`config.mk`:
```
export PLATFORM = sky130hd
export DESIGN_NAME = l2_port_arbiter
export DESIGN_NICKNAME = d
export VERILOG_FILES = /design/src/rtl/l2_port_arbiter_pkg.sv /design/src/rtl/l2_port_arbiter_counter.sv /design/src/rtl/l2_port_arbiter.sv
export SDC_FILE = /design/constraint.sdc
export NUM_CORES = 1
export LEC_CHECK = 0
export CAP_MARGIN = 30
export CORE_AREA = 4 4 105 107
export CTS_BUF_LIST = sky130_fd_sc_hd__clkbuf_4 sky130_fd_sc_hd__clkbuf_8
export DETAILED_ROUTE_END_ITERATION = 6
export DIE_AREA = 0 0 109 111
export GPL_TIMING_DRIVEN = 1
export PLACE_DENSITY = 0.74
export SYNTH_ARGS = -nofsm -noshare
export SYNTH_HDL_FRONTEND = slang
export SYNTH_HIERARCHICAL = 1
export SYNTH_SLANG_ARGS = --single-unit
export TNS_END_PERCENT = 10
```
`constraint.sdc`:
```
create_clock -name clk -period 1.5 [get_ports clk]
set_input_delay 0.15 -clock clk [delete_from_list [all_inputs] [get_ports clk]]
set_output_delay 0.15 -clock clk [all_outputs]
set_load 0.02 [all_outputs]
```
`src/rtl/l2_port_arbiter_pkg.sv`:
```
// Shared definitions for the L2 port arbiter: FSM state encoding, requester indices, default sizes.
package l2_port_arbiter_pkg;

  localparam int L2_BEATS    = 8;
  localparam int L2_CNT_BITS = 3;
  localparam int L2_DATA_W   = 32;
  localparam int L2_ADDR_W   = 32;

  localparam logic [1:0] REQ_I  = 2'd0;
  localparam logic [1:0] REQ_DR = 2'd1;
  localparam logic [1:0] REQ_DW = 2'd2;

  typedef enum logic [1:0] {
    ST_IDLE  = 2'b00,
    ST_ARB   = 2'b01,
    ST_BURST = 2'b10,
    ST_DONE  = 2'b11
  } arb_state_t;

endpackage

```
`src/rtl/l2_port_arbiter_counter.sv`:
```
// counter_n: N-bit up counter with synchronous clear (r) and count enable; wraps naturally.
// Clear has priority over enable.
module counter_n #(
  parameter int N = 3
) (
  input  logic         clk,
  input  logic         r,
  input  logic         en,
  output logic [N-1:0] q
);

  always_ff @(posedge clk) begin
    if (r) begin
      q <= '0;
    end else if (en) begin
      q <= q + N'(1);
    end
  end

endmodule

```
`src/rtl/l2_port_arbiter.sv`:
```
// l2_port_arbiter: shares the L2 port among L1I refill, L1D refill and L1D writeback as 8-beat bursts.
// Grant 2 cycles after request, l2_ready=0 stalls the burst in place; L2_ARB_ROUND_ROBIN_EN selects rotating priority.
module l2_port_arbiter
  import l2_port_arbiter_pkg::*;
#(
  parameter int BEATS    = L2_BEATS,
  parameter int CNT_BITS = L2_CNT_BITS,
  parameter int DATA_W   = L2_DATA_W,
  parameter int ADDR_W   = L2_ADDR_W
) (
  input  logic                clk,
  input  logic                reset,
  input  logic                req_i,
  input  logic [ADDR_W-1:0]   addr_i,
  input  logic                req_dr,
  input  logic [ADDR_W-1:0]   addr_dr,
  input  logic                req_dw,
  input  logic [ADDR_W-1:0]   addr_dw,
  input  logic [DATA_W-1:0]   wdata_dw,
  output logic [2:0]          gnt,
  output logic [CNT_BITS-1:0] beat_idx,
  output logic                beat_vld,
  output logic [DATA_W-1:0]   rdata,
  output logic [2:0]          done,
  output logic                l2_req,
  output logic                l2_we,
  output logic [ADDR_W-1:0]   l2_addr,
  output logic [DATA_W-1:0]   l2_wdata,
  input  logic [DATA_W-1:0]   l2_rdata,
  input  logic                l2_ready
);

  localparam int                  LINE_OFF  = $clog2(BEATS * DATA_W / 8);
  localparam logic [ADDR_W-1:0]   LINE_MASK = ~((ADDR_W'(1) << LINE_OFF) - ADDR_W'(1));
  localparam logic [CNT_BITS-1:0] LAST_BEAT = CNT_BITS'(BEATS - 1);

  arb_state_t        state;
  logic [2:0]        reqs;
  logic [1:0]        win;
  logic [ADDR_W-1:0] win_addr;
  logic              cnt_en;
  logic              cnt_clr;

  assign reqs = {req_dw, req_dr, req_i};

`ifdef L2_ARB_ROUND_ROBIN_EN
  // order[2] is highest priority; the previous winner always sits in order[0]
  function automatic logic [1:0] pick_rr(input logic [2:0] r, input logic [1:0] last);
    logic [2:0][1:0] order;
    logic [1:0]      w;
    case (last)
      REQ_I:   order = {REQ_DW, REQ_DR, REQ_I};
      REQ_DR:  order = {REQ_I,  REQ_DW, REQ_DR};
      default: order = {REQ_DR, REQ_I,  REQ_DW};
    endcase
    w = order[0];
    if (r[order[1]]) w = order[1];
    if (r[order[2]]) w = order[2];
    return w;
  endfunction

  logic [1:0] last_win;

  assign win = pick_rr(reqs, last_win);

  always_ff @(posedge clk) begin
    if (reset) begin
      last_win <= REQ_I;
    end else if (state == ST_ARB && |reqs) begin
      last_win <= win;
    end
  end
`else
  // Writeback first so a dirty victim drains before the refill that replaces it
  function automatic logic [1:0] pick_fixed(input logic [2:0] r);
    logic [1:0] w;
    w = REQ_I;
    if (r[REQ_DR]) w = REQ_DR;
    if (r[REQ_DW]) w = REQ_DW;
    return w;
  endfunction

  assign win = pick_fixed(reqs);
`endif

  always_comb begin
    win_addr = addr_i;
    case (win)
      REQ_DR:  win_addr = addr_dr;
      REQ_DW:  win_addr = addr_dw;
      default: win_addr = addr_i;
    endcase
  end

  always_ff @(posedge clk) begin
    if (reset) begin
      state   <= ST_IDLE;
      gnt     <= '0;
      done    <= '0;
      l2_req  <= 1'b0;
      l2_we   <= 1'b0;
      l2_addr <= '0;
    end else begin
      done <= '0;
      case (state)
        ST_IDLE: begin
          if (|reqs) state <= ST_ARB;
        end
        ST_ARB: begin
          if (|reqs) begin
            gnt     <= 3'b001 << win;
            l2_req  <= 1'b1;
            l2_we   <= (win == REQ_DW);
            l2_addr <= win_addr & LINE_MASK;
            state   <= ST_BURST;
          end else begin
            state <= ST_IDLE;
          end
        end
        ST_BURST: begin
          if (l2_ready && beat_idx == LAST_BEAT) begin
            done    <= gnt;
            gnt     <= '0;
            l2_req  <= 1'b0;
            l2_we   <= 1'b0;
            l2_addr <= '0;
            state   <= ST_DONE;
          end
        end
        ST_DONE: begin
          state <= ST_IDLE;
        end
        default: begin
          state <= ST_IDLE;
        end
      endcase
    end
  end

  // Counter is held at zero outside BURST, so it always starts a burst at beat 0
  assign cnt_en  = (state == ST_BURST) && l2_ready;
  assign cnt_clr = reset || (state != ST_BURST);

  counter_n #(
    .N(CNT_BITS)
  ) u_beat_cnt (
    .clk(clk),
    .r  (cnt_clr),
    .en (cnt_en),
    .q  (beat_idx)
  );

  assign beat_vld = cnt_en;
  assign rdata    = (cnt_en && !l2_we) ? l2_rdata : '0;
  assign l2_wdata = gnt[REQ_DW] ? wdata_dw : '0;

endmodule
```
==> impl_metrics.yaml <==
power_and_ir_drop:
  irDropWorstVdd_uv: 325
  clock_power_share: 0.223
  powerDensity_nw_per_um2: 598
  p_seq_frac: 0.358
  total_leakage_power_uw: 0.00224
  switching_share: 0.298
  p_comb_frac: 0.419
  switching_power_uw: 956
  p_int_uw: 2260
setup_path:
  critPathLaunchType: "flip-flop"
  worstPathRequired_ps: 1350
  cp.arrival_ps: 1420
  crit_type: "flip-flop to output port"
  crit_path_start: "state[0]$_SDFFE_PP0P_"
  worstPathMaxFanout: 32
  endpoint_kind: "output port"
detailed_routing:
  dr.first_iter.drc_count: 69
  drc_errors: 0
  ant_nets: 0
  routedWlPerCell_um: 16.5
  vias: 3062
  detail_route.vias_per_cell: 4.54
  wl_um: 11100
  dr.pass1.iters: 4
grt:
  grt_busiest_layer: "met2"
  grt_pass1_wl_um: 16000
  grt_pass1_vias: 3064
  grt_antenna_before_repair: 1
  met3_usage: 0.0676
  grt_max_degree: 36
  grt_usage: 0.168
  gr-total-overflow: 0
  use_met2: 0.313
  grt_use_met1: 0.170
placement:
  port_buffers: 253
  dp_cells: 666
  place_area_sq_um: 5380
  detailed_place_hpwl_um: 9240
  place.gp.congestion: 0.822
hold_path:
  worstHoldStart: "req_dw"
  min_path_type: "input pin to flip-flop"
final_layout:
  fin_cells: 674
  drive_gt1_frac: 0.251
  area_growth_syn_to_layout_pct: 103
  stdcell_area_sq_um: 5370
  nFillCells: 925
  mostFrequentLayoutCells: "clkdlybuf4s50_1 (182), and2_1 (63), dfxtp_1 (37), nand2_1 (28), mux2i_1 (28)"
  fin_nets: 704
  layout_commonest_cell: "clkdlybuf4s50_1"
synth:
  synth_top_cells_by_area: "dfxtp_1 (30%), and2_1 (15%), mux2i_1 (11%)"
  syn_area_sq_um: 2650
  syn_inst: 284
  yosys.area.top_type: "dfxtp_1"
  synth_warnings: 6
  yosysSeqAreaShare: 0.295
  yosys_register_bits: 39
  yosys.cell_types.count: 34
  synth_top_area_frac: 0.295
  syn_area_per_cell_sq_um: 9.32
sta:
  setup_viol: 32
  clock.fmax_ghz: 0.639
  hold_slack_ps: 233
  rsz0062_at_grt: "yes"
  fin_crit_ps: 1570
  fin_crit_sh: 1.04
  hold_violations: 0
  setup_slack_ps: -65.2
  maxSlewViolCount: 0
  clock_skew_ps: 6.54
floorplan:
  row_count: 37
  dieArea_sq_um: 12100
  dieHeight_um: 111
  die_w_um: 109
  pin_count: 274
  start_util: 0.261
  fp.coreArea_sq_um: 10100
clocking:
  htree_num_levels: 2
  cts_root_buf: "clkbuf_8"
  cts_setup_buffers: 0
  cts.sinks: 39
  cts_inserted_buffers: 5
  cts_buffer_depth: 2
  cts_tree: "done"
  clk_pin_slew_ps: 80
  cts-hold-fix-buffers: 0
  clk_latency_ps: 280
status:
  violations: "negative setup slack"
  status: "finished with violations"
run:
  drv_cap: 0
[metrics by stage]
step / util / TNS (ps) / worst slack (ps) / power, uW
after floorplan: - / 0 / 176 / 1770
after global placement: 0.531 / -21230 / -452 / 2540
after detailed placement: 0.531 / -23580 / -497 / 2560
after CTS: 0.543 / -4970 / -185 / 3260
after global routing: 0.530 / -4090 / -169 / 3380
final: 0.530 / -1090 / -65.2 / 3210
[path summary, 6_finish.rpt]
kind / end / slack (ps) / cells past startpoint
max: rdata[12] / -70 / 5
min reg2reg: l2_addr[16]$_SDFFE_PP0P_ / 470 / 2
min: l2_we$_SDFFE_PP0P_ / 230 / 3
max reg2reg: l2_addr[21]$_SDFFE_PP0P_ / 130 / 5
[registers in the layout, indices dropped and copies added, names as in the netlist, named ones only]
| name | flops |
|---|---|
| state | 1 |
| gnt | 2 |
| u_beat_cnt/q | 3 |
| l2_we | 1 |
| l2_req | 1 |
| done | 3 |
| l2_addr | 27 |
[cells by family after synthesis]
logic type | after synthesis | synth area share
AND/OR/NAND/NOR | 116 | 0.250
buffers and inverters | 35 | 0.0832
other | 1 | 0.00142
multiplexers | 55 | 0.221
XOR/XNOR | 1 | 0.00331
flip-flops | 39 | 0.295
AO/OA/AOI/OAI | 36 | 0.141
adder cells (fa/ha/maj) | 1 | 0.00473
[layout make-up]
cell class | instances | area, sq um | share of cell area
Inverter | 4 | 15.0 | 0.00279
Multi-Input combinational cell | 214 | 1670 | 0.311
Sequential cell | 39 | 783 | 0.146
Antenna cell | 1 | 2.50 | 0.000466
Tap cell | 136 | 170 | 0.0317
Timing Repair Buffer | 273 | 2640 | 0.492
Clock buffer | 6 | 82.6 | 0.0154
Clock inverter | 1 | 5.00 | 0.000932
[cells in the mapped netlist, drive strengths merged]
cell    instances
nand3           4
buf            24
inv             4
nor4b           1
a41o            1
nand2b          3
ha              1
xnor2           1
nand3b          2
nand2          28
dfxtp          39
nor2            5
o32ai          27
or3             2
and2b           1
a21bo           1
clkbuf          7
mux2           27
or2             1
mux2i          28
and2           64
o21ai           1
conb            1
o41ai           2
nor3            4
and3            1
a21oi           4
[critical path, stage by stage, from the launching register on]
cell	delay [ps]
dfxtp_2	320
nand3b_1	180
nor2_2	140
buf_12	170
and2_1	140
buf_2	160
[per-layer routing]
metal / wire length (um) / vias up / share of wire
met3: 1320 / 18 / 0.12
met5: 0 / - / 0
met2: 5670 / 162 / 0.51
li1: - / 1493 / -
met4: 202 / 0 / 0.018
met1: 3900 / 1389 / 0.35
[power groups by stage]
| stage | sequential (uW) | combinational [uW] | clock (uW) |
|---|---|---|---|
| finish | 1150 | 1350 | 716 |
| global route | 1160 | 1430 | 784 |
| CTS | 1150 | 1360 | 750 |
| detailed placement | 1170 | 1390 | 0 |
| global placement | 1170 | 1370 | 0 |
| floorplan | 1260 | 515 | 0 |
[repair_timing]
action                                  CTS  global route
resized for setup                       175           116
hold endpoints to repair                  0             0
endpoints found under the setup margin   68            67
pin swaps                                 0             1
Power figures use the tool's default switching activity.
